==> src/rtl/mips_pkg.sv <==
// Shared types and constants for the PC sequencing path.
// State encoding, address type and the reset/halt addresses.
package mips_pkg;

  typedef logic [31:0] addr_t;

  typedef enum logic [1:0] {
    SEQ,
    DELAY,
    HALTED
  } state_t;

  localparam addr_t RESET_VECTOR_C = 32'hBFC00000;
  localparam addr_t HALT_ADDR_C    = 32'h00000000;

endpackage

==> src/rtl/pc_target_calc.sv <==
// Redirect target computation and priority selection.
// Register jump beats absolute jump beats conditional branch.
module pc_target_calc
  import mips_pkg::*;
(
  input  addr_t       pc4_i,
  input  logic        condition_met_i,
  input  logic [31:0] branch_offset_i,
  input  logic        jump_i,
  input  logic [25:0] jump_index_i,
  input  logic        jump_reg_i,
  input  logic [31:0] reg_target_i,
  output addr_t       target_o,
  output logic        redirect_o
);

  addr_t br_tgt;
  addr_t jmp_tgt;

  assign br_tgt  = pc4_i + (branch_offset_i << 2);
  assign jmp_tgt = {pc4_i[31:28], jump_index_i, 2'b00};

  always_comb begin
    target_o   = '0;
    redirect_o = 1'b0;
    if (jump_reg_i) begin
      target_o   = reg_target_i;
      redirect_o = 1'b1;
    end else if (jump_i) begin
      target_o   = jmp_tgt;
      redirect_o = 1'b1;
    end else if (condition_met_i) begin
      target_o   = br_tgt;
      redirect_o = 1'b1;
    end
  end

endmodule

==> src/rtl/pc_sequencer.sv <==
// Program counter owner with one-instruction branch delay slot
// and halt detection on a redirect into HALT_ADDR.
module pc_sequencer
  import mips_pkg::*;
#(
  parameter addr_t RESET_VECTOR = RESET_VECTOR_C,
  parameter addr_t HALT_ADDR    = HALT_ADDR_C
) (
  input  logic        clk,
  input  logic        reset,
  input  logic        advance,
  input  logic        condition_met,
  input  logic [31:0] branch_offset,
  input  logic        jump,
  input  logic [25:0] jump_index,
  input  logic        jump_reg,
  input  logic [31:0] reg_target,
  output logic [31:0] pc,
  output logic [31:0] link_addr,
  output logic        in_delay_slot,
  output logic        active
);

  state_t state_q;
  addr_t  pc_q;
  addr_t  pend_q;
  addr_t  pc4;
  addr_t  tgt;
  logic   redir;

  assign pc4 = pc_q + 32'd4;

  pc_target_calc u_calc (
    .pc4_i           (pc4),
    .condition_met_i (condition_met),
    .branch_offset_i (branch_offset),
    .jump_i          (jump),
    .jump_index_i    (jump_index),
    .jump_reg_i      (jump_reg),
    .reg_target_i    (reg_target),
    .target_o        (tgt),
    .redirect_o      (redir)
  );

  always_ff @(posedge clk) begin
    if (reset) begin
      state_q <= SEQ;
      pc_q    <= RESET_VECTOR;
      pend_q  <= '0;
    end else if (advance) begin
      unique case (state_q)
        SEQ: begin
          pc_q <= pc4;
          if (redir) begin
            pend_q  <= tgt;
            state_q <= DELAY;
          end
        end
        DELAY: begin
          // Delay slot retired: the held target now takes effect.
          pc_q    <= pend_q;
          state_q <= (pend_q == HALT_ADDR) ? HALTED : SEQ;
        end
        HALTED: ;
        default: state_q <= SEQ;
      endcase
    end
  end

  assign pc            = pc_q;
  assign link_addr     = pc_q + 32'd8;
  assign in_delay_slot = (state_q == DELAY);
  assign active        = (state_q != HALTED);

endmodule

==> config.mk <==
export PLATFORM = sky130hd
export DESIGN_NAME = pc_sequencer
export DESIGN_NICKNAME = d
export VERILOG_FILES = /design/src/rtl/mips_pkg.sv /design/src/rtl/pc_target_calc.sv /design/src/rtl/pc_sequencer.sv
export SDC_FILE = /design/constraint.sdc
export NUM_CORES = 1
export LEC_CHECK = 0
export CELL_PAD_IN_SITES_DETAIL_PLACEMENT = 1
export CELL_PAD_IN_SITES_GLOBAL_PLACEMENT = 1
export CORE_AREA = 5 5 139 128
export CTS_BUF_LIST = sky130_fd_sc_hd__clkbuf_8
export DETAILED_ROUTE_END_ITERATION = 8
export DIE_AREA = 0 0 144 133
export GPL_ROUTABILITY_DRIVEN = 0
export MAX_ROUTING_LAYER = met4
export PLACE_DENSITY = 0.85
export SLEW_MARGIN = 20
export SYNTH_ARGS = -nofsm -noshare
export SYNTH_HDL_FRONTEND = slang
export SYNTH_SLANG_ARGS = --single-unit
==> constraint.sdc <==
create_clock -name clk -period 5.3 [get_ports clk]
set_clock_uncertainty 0.05 [all_clocks]
set_input_delay 1.06 -clock clk [delete_from_list [all_inputs] [get_ports clk]]
set_output_delay 1.06 -clock clk [all_outputs]
set_load 0.01 [all_outputs]
==> results.sh, run 1 <==
export IMPL_cts_sinks=66
export IMPL_fillCellCount=2050
export IMPL_worstHoldPathType="flop to flop"
export IMPL_synth_top_area_share_pct=21.5
export IMPL_ctsResizeCount=0
export IMPL_fin_cells=1154
export IMPL_p_leak_nw=3.07
export IMPL_relSlewSlack_pct=28.1
export IMPL_critical_path_required_ns=5.49
export IMPL_path_class="flop to flop"
export IMPL_cts_made_buffers=9
export IMPL_die_y_um=133
export IMPL_tightestPinTransition_ns=1.08
export IMPL_vias=6770
export IMPL_finalHoldViolCount=0
export IMPL_synth_nets=948
export IMPL_yosysUniqueCellTypes=79
export IMPL_routed_wl_mm=23.8
export IMPL_seq_area_mm2=0.00132
export IMPL_min_period_ns=4.63
export IMPL_dp_cells=1139
export IMPL_yosysMostFrequentCell="nand2_1"
export IMPL_grt_pass1_wl_mm=36.8
export IMPL_synth_area_top_cells="dfxtp_1 (22%), ha_1 (7.1%), a21oi_1 (6.0%)"
export IMPL_postCtsSetupBuffers=0
export IMPL_wire_per_inst_um=20.6
export IMPL_cts_tree="built"
export IMPL_port_buffer_count=159
export IMPL_viasPerCell=5.87
export IMPL_ys_seq_elements=66
export IMPL_htree_levels=3
export IMPL_maxCapViolations=0
export IMPL_arrival_ns=4.82
export IMPL_worst_setup_path_start_kind="flop"
export IMPL_die_x_um=144
export IMPL_synthArstFlopShare_pct=0
export IMPL_post_route_period_util_pct=87.3
export IMPL_rsz0062_at_grt="false"
export IMPL_slew_violations=0
export IMPL_core_area_mm2=0.0164
export IMPL_pin_count=162
export IMPL_synthTopCellsByCount="nand2_1 (90), a21oi_1 (74), dfxtp_1 (66)"
export IMPL_nets=1071
export IMPL_power_density_mw_per_mm2=203
export IMPL_antenna_found_initial=0
export IMPL_drive_above_1_share_pct=6.04
export IMPL_die_area_mm2=0.0192
export IMPL_vdd_drop_max_mv=0.0965
export IMPL_ant_nets=0
export IMPL_max_freq_mhz=216
export IMPL_grt_remaining_overflow=0
export IMPL_ctsHoldBuffers=0
export IMPL_diodes=0
export IMPL_drc_errors=0
export IMPL_drt_pass1_iterations=6
export IMPL_end_kind="flop"
export IMPL_path_max_fanout=9
export IMPL_clock_latency_ns=0.35
export IMPL_synth_ff_type="dfxtp_1"
export IMPL_first_global_vias=6676
export IMPL_multi_input_area_mm2=0.00448
export IMPL_drtIter0Drc=497
export IMPL_ys_warn_count=0
export IMPL_cts_path_max_buffers=2
export IMPL_ys_seq_area_share_pct=21.5
export IMPL_num_rows=45
export IMPL_clk_pin_slew_ns=0.08
export IMPL_dp_hpwl_mm=19.0
export IMPL_grtUsageTotal_pct=24.8
export IMPL_setup_violations=0
export IMPL_syn_avg_cell_area_um2=7.52
export IMPL_netlist_instances=816
export IMPL_outcome="completed"
export IMPL_initial_core_util_pct=37.5
export IMPL_syn_to_final_growth_pct=30.7
export IMPL_grt_start_max_net_pins=61
export IMPL_netlist_area_mm2=0.00614
export IMPL_synth_edff_count=0
export IMPL_synth_top_area_cell="dfxtp_1"
export IMPL_cts_root_buf="clkbuf_8"
export IMPL_setup_tns_ns=0
-- worst max-delay path, cell delays in order, from the launching register on --
cell and delay (ns):
dfxtp_1 0.56, ha_1 0.33, nand4_1 0.27, nor4_4 0.34, nand3_2 0.22, nor2_1 0.21
xor2_1 0.30, ha_1 0.38, and3_1 0.27, and2_1 0.18, nor2b_1 0.13, a211oi_1 0.52
a21oi_1 0.16, or3_1 0.38, a31o_1 0.22
-- cell type report --
type,count,area share [%]
clock inverter,6,1.03
tap,211,3.29
multi-input combinational,670,55.8
clock buffer,9,1.54
inverter,22,1.03
timing repair buffer,170,20.8
sequential,66,16.5
-- report_power, final --
group | internal (mW) | leakage [nW] | switching [mW]
clock network | 0.260 | 0.105 | 0.200
logic | 0.272 | 2.42 | 0.308
registers | 0.532 | 0.542 | 0.0608
-- metal layers --
layer  vias to the layer above  GRT usage, %  share of wire (%)
met5                         -             -                  0
met1                      3256          35.4                 48
met3                        29          2.71                6.4
met2                       226          37.2                 44
met4                         0          6.85                2.4
li1                       3259             -                  -
-- stage by stage --
stage               hold slack (ns)  power [mW]  setup WS (ns)  instance area (µm²)  util, %
floorplan                     0.391       0.925           1.56                 6140        -
global placement              0.413        1.16          0.778                 7820     47.7
detailed placement            0.421        1.17          0.701                 7820     47.7
CTS                           0.432        1.63          0.661                 8020     49.0
global route                  0.456        1.71          0.206                 8020     49.0
finish                        0.431        1.63          0.671                 8020     49.0
-- path summary, 6_finish.rpt --
path	end	slack [ns]	depth (start not counted)	from
min reg2reg	pend_q[13]$_SDFFE_PP0P_	0.43	2	pend_q[13]$_SDFFE_PP0P_
max reg2reg	pend_q[29]$_SDFFE_PP0P_	0.67	14	pc[2]$_SDFFE_PP0P_
max	pend_q[29]$_SDFFE_PP0P_	0.67	14	pc[2]$_SDFFE_PP0P_
min	pend_q[13]$_SDFFE_PP0P_	0.43	2	pend_q[13]$_SDFFE_PP0P_
-- state kept, by name, summed over array words and instances, names as in the netlist --
name and flops:
pc 32, state_q 2, pend_q 32
-- layout by cell type (no fill, tap or decap), types with 4 or more instances in the layout --
| cell type | count |
|---|---|
| a221o_1 | 4 |
| o21ai_0 | 46 |
| a211oi_1 | 13 |
| nand2_1 | 90 |
| nor3_1 | 19 |
| ha_1 | 35 |
| o22ai_1 | 6 |
| nor4_1 | 10 |
| nand2b_1 | 12 |
| clkdlybuf4s50_1 | 158 |
| nor2b_1 | 7 |
| o31ai_1 | 7 |
| a21o_1 | 12 |
| nor2_1 | 54 |
| o21bai_1 | 4 |
| and2_1 | 6 |
| o221ai_1 | 8 |
| a221oi_1 | 15 |
| nand4_1 | 13 |
| xor2_1 | 28 |
| o211ai_1 | 24 |
| nand3_1 | 32 |
| a21oi_1 | 74 |
| mux2i_1 | 9 |
| and3_1 | 13 |
| buf_4 | 11 |
| or3_1 | 13 |
| clkbuf_8 | 9 |
| inv_1 | 22 |
| dfxtp_1 | 66 |
| xnor2_1 | 41 |
-- cell families (layout without fill, tap and decap cells) --
kind of cell,count (synthesis),after routing,share of synthesized area (%)
simple gates,298,298,25.3
compound gates,256,256,28.3
buf+inv,80,207,5.59
xor+xnor,71,71,10.4
flops,66,66,21.5
fa+ha+maj,36,36,7.46
mux,9,9,1.47
Note: power is estimated with default switching activity, not from simulation.
==> inputs of run 2 (changes only) <==
- CAP_MARGIN: default -> 20
- CTS_CLUSTER_DIAMETER: default -> 50
- SLEW_MARGIN: 20 -> default
==> run 2 against run 1 <==
  * Wire length barely moved
  * Hold slack lost 0.0019 ns
  * Critical endpoint unchanged
  * Setup slack got worse by 0.040 ns
  * Power grew 0.17%
  * Sequential share of layout area down 0.056 points
  * Largest power group unchanged
  * Core utilization up 0.17 points
  * Global-route usage is the same
  * Combinational power hardly changed
  * Non-clock buffer count up 1
  * Fmax decreased by 0.85%
  * Die area is the same
==> results.sh, run 2 (synthesized netlist as in run 1, its figures left out) <==
export IMPL_setup_violations=0
export IMPL_viasPerCell=5.86
export IMPL_die_x_um=144
export IMPL_grt_start_max_net_pins=61
export IMPL_ctsResizeCount=0
export IMPL_clk_pin_slew_ns=0.08
export IMPL_worstHoldPathType="flop to flop"
export IMPL_p_leak_nw=3.09
export IMPL_tightestPinTransition_ns=0.801
export IMPL_dp_hpwl_mm=19.0
export IMPL_setup_tns_ns=0
export IMPL_port_buffer_count=159
export IMPL_outcome="completed"
export IMPL_final_common_cell="clkdlybuf4s50_1"
export IMPL_maxCapViolations=0
export IMPL_antenna_found_initial=0
export IMPL_drc_errors=0
export IMPL_core_area_mm2=0.0164
export IMPL_worst_setup_path_start_kind="flop"
export IMPL_wire_per_inst_um=20.6
export IMPL_die_area_mm2=0.0192
export IMPL_cts_sinks=66
export IMPL_path_max_fanout=9
export IMPL_pre_cts_ws_ns=0.701
export IMPL_critical_path_required_ns=5.50
export IMPL_path_class="flop to flop"
export IMPL_fin_cells=1155
export IMPL_vias=6770
export IMPL_rsz0062_at_grt="false"
export IMPL_ctsHoldBuffers=0
export IMPL_cts_root_buf="clkbuf_8"
export IMPL_arrival_ns=4.86
export IMPL_postCtsSetupBuffers=0
export IMPL_post_route_period_util_pct=88.1
export IMPL_ant_nets=0
export IMPL_max_freq_mhz=214
export IMPL_cts_made_buffers=9
export IMPL_p_total_mw=1.63
export IMPL_min_from="pend_q[13]$_SDFFE_PP0P_"
export IMPL_r2r_start="pc[2]$_SDFFE_PP0P_"
export IMPL_grt_pass1_wl_mm=36.8
export IMPL_final_cell_mix="clkdlybuf4s50_1 (158), nand2_1 (90), a21oi_1 (74)"
export IMPL_fin_ws_ns=0.631
export IMPL_hold_slack_ns=0.430
export IMPL_clock_latency_ns=0.35
export IMPL_htree_levels=3
export IMPL_diodes=0
export IMPL_grt_remaining_overflow=0
export IMPL_pin_count=162
export IMPL_first_global_vias=6676
export IMPL_power_density_mw_per_mm2=203
export IMPL_finalHoldViolCount=0
export IMPL_drtIter0Drc=511
export IMPL_initial_core_util_pct=37.5
export IMPL_relSlewSlack_pct=46.4
export IMPL_cts_path_max_buffers=2
export IMPL_cts_tree="built"
export IMPL_routed_wl_mm=23.8
export IMPL_slew_violations=0
export IMPL_startpoint="pc[2]$_SDFFE_PP0P_"
export IMPL_die_y_um=133
export IMPL_end_kind="flop"
export IMPL_num_rows=45
export IMPL_drt_pass1_iterations=5
export IMPL_dp_cells=1139
export IMPL_drive_above_1_share_pct=6.14
export IMPL_min_period_ns=4.67
export IMPL_r2r_setup_slack_ns=0.63
export IMPL_syn_to_final_growth_pct=31.2
export IMPL_grtUsageTotal_pct=24.8
export IMPL_vdd_drop_max_mv=0.0964
export IMPL_nets=1072
export IMPL_fillCellCount=2051
==> run 2: changes by cell type in the layout (fill, tap and decap cells not counted) <==
cell,previous run,this run
buf_16,0,1
==> run 2: report_power, final <==
part / switching [mW] / internal [mW]
Combinational: 0.308 / 0.275
Clock: 0.200 / 0.260
Sequential: 0.0606 / 0.532
==> run 2: path summary, 6_finish.rpt <==
kind,end,depth (start not counted)
max,pend_q[29]$_SDFFE_PP0P_,14
min,pend_q[13]$_SDFFE_PP0P_,2
max reg2reg,pend_q[29]$_SDFFE_PP0P_,14
min reg2reg,pend_q[13]$_SDFFE_PP0P_,2
==> run 2: layer usage <==
metal	global-route usage, %	share of wire [%]	vias up
li1	-	-	3259
met1	35.4	48	3243
met2	37.2	44	239
met3	2.71	6.0	29
met4	6.85	2.3	0
met5	-	0	-
==> run 2: metrics by stage <==
stage | utilization, % | cell area, µm²
2_1_floorplan | - | 6140
3_3_place_gp | 47.7 | 7820
3_5_place_dp | 47.7 | 7820
4_1_cts | 49.0 | 8020
5_1_grt | 49.1 | 8050
6_report | 49.1 | 8050
==> run 2: cell type report <==
type	count	area, µm²	share of cell area [%]
Inverter	22	82.6	1.03
Timing Repair Buffer	171	1700	21.1
Tap cell	211	264	3.28
Sequential cell	66	1320	16.4
Multi-Input combinational cell	670	4480	55.6
Clock buffer	9	124	1.54
Clock inverter	6	82.6	1.03
==> run 2: critical path, cell delays in order (launching register included) <==
cell and delay (ns):
dfxtp_1 0.56, ha_1 0.33, nand4_1 0.28, nor4_4 0.34
nand3_2 0.21, nor2_1 0.21, xor2_1 0.30, ha_1 0.38
and3_1 0.27, and2_1 0.18, nor2b_1 0.13, a211oi_1 0.54
a21oi_1 0.17, or3_1 0.38, a31o_1 0.22
==> inputs of run 3 (changes only) <==
- HOLD_SLACK_MARGIN: default -> 0.05
==> results of run 3 <==
The final DEF is identical to that of run 2; final timing and power are the same.
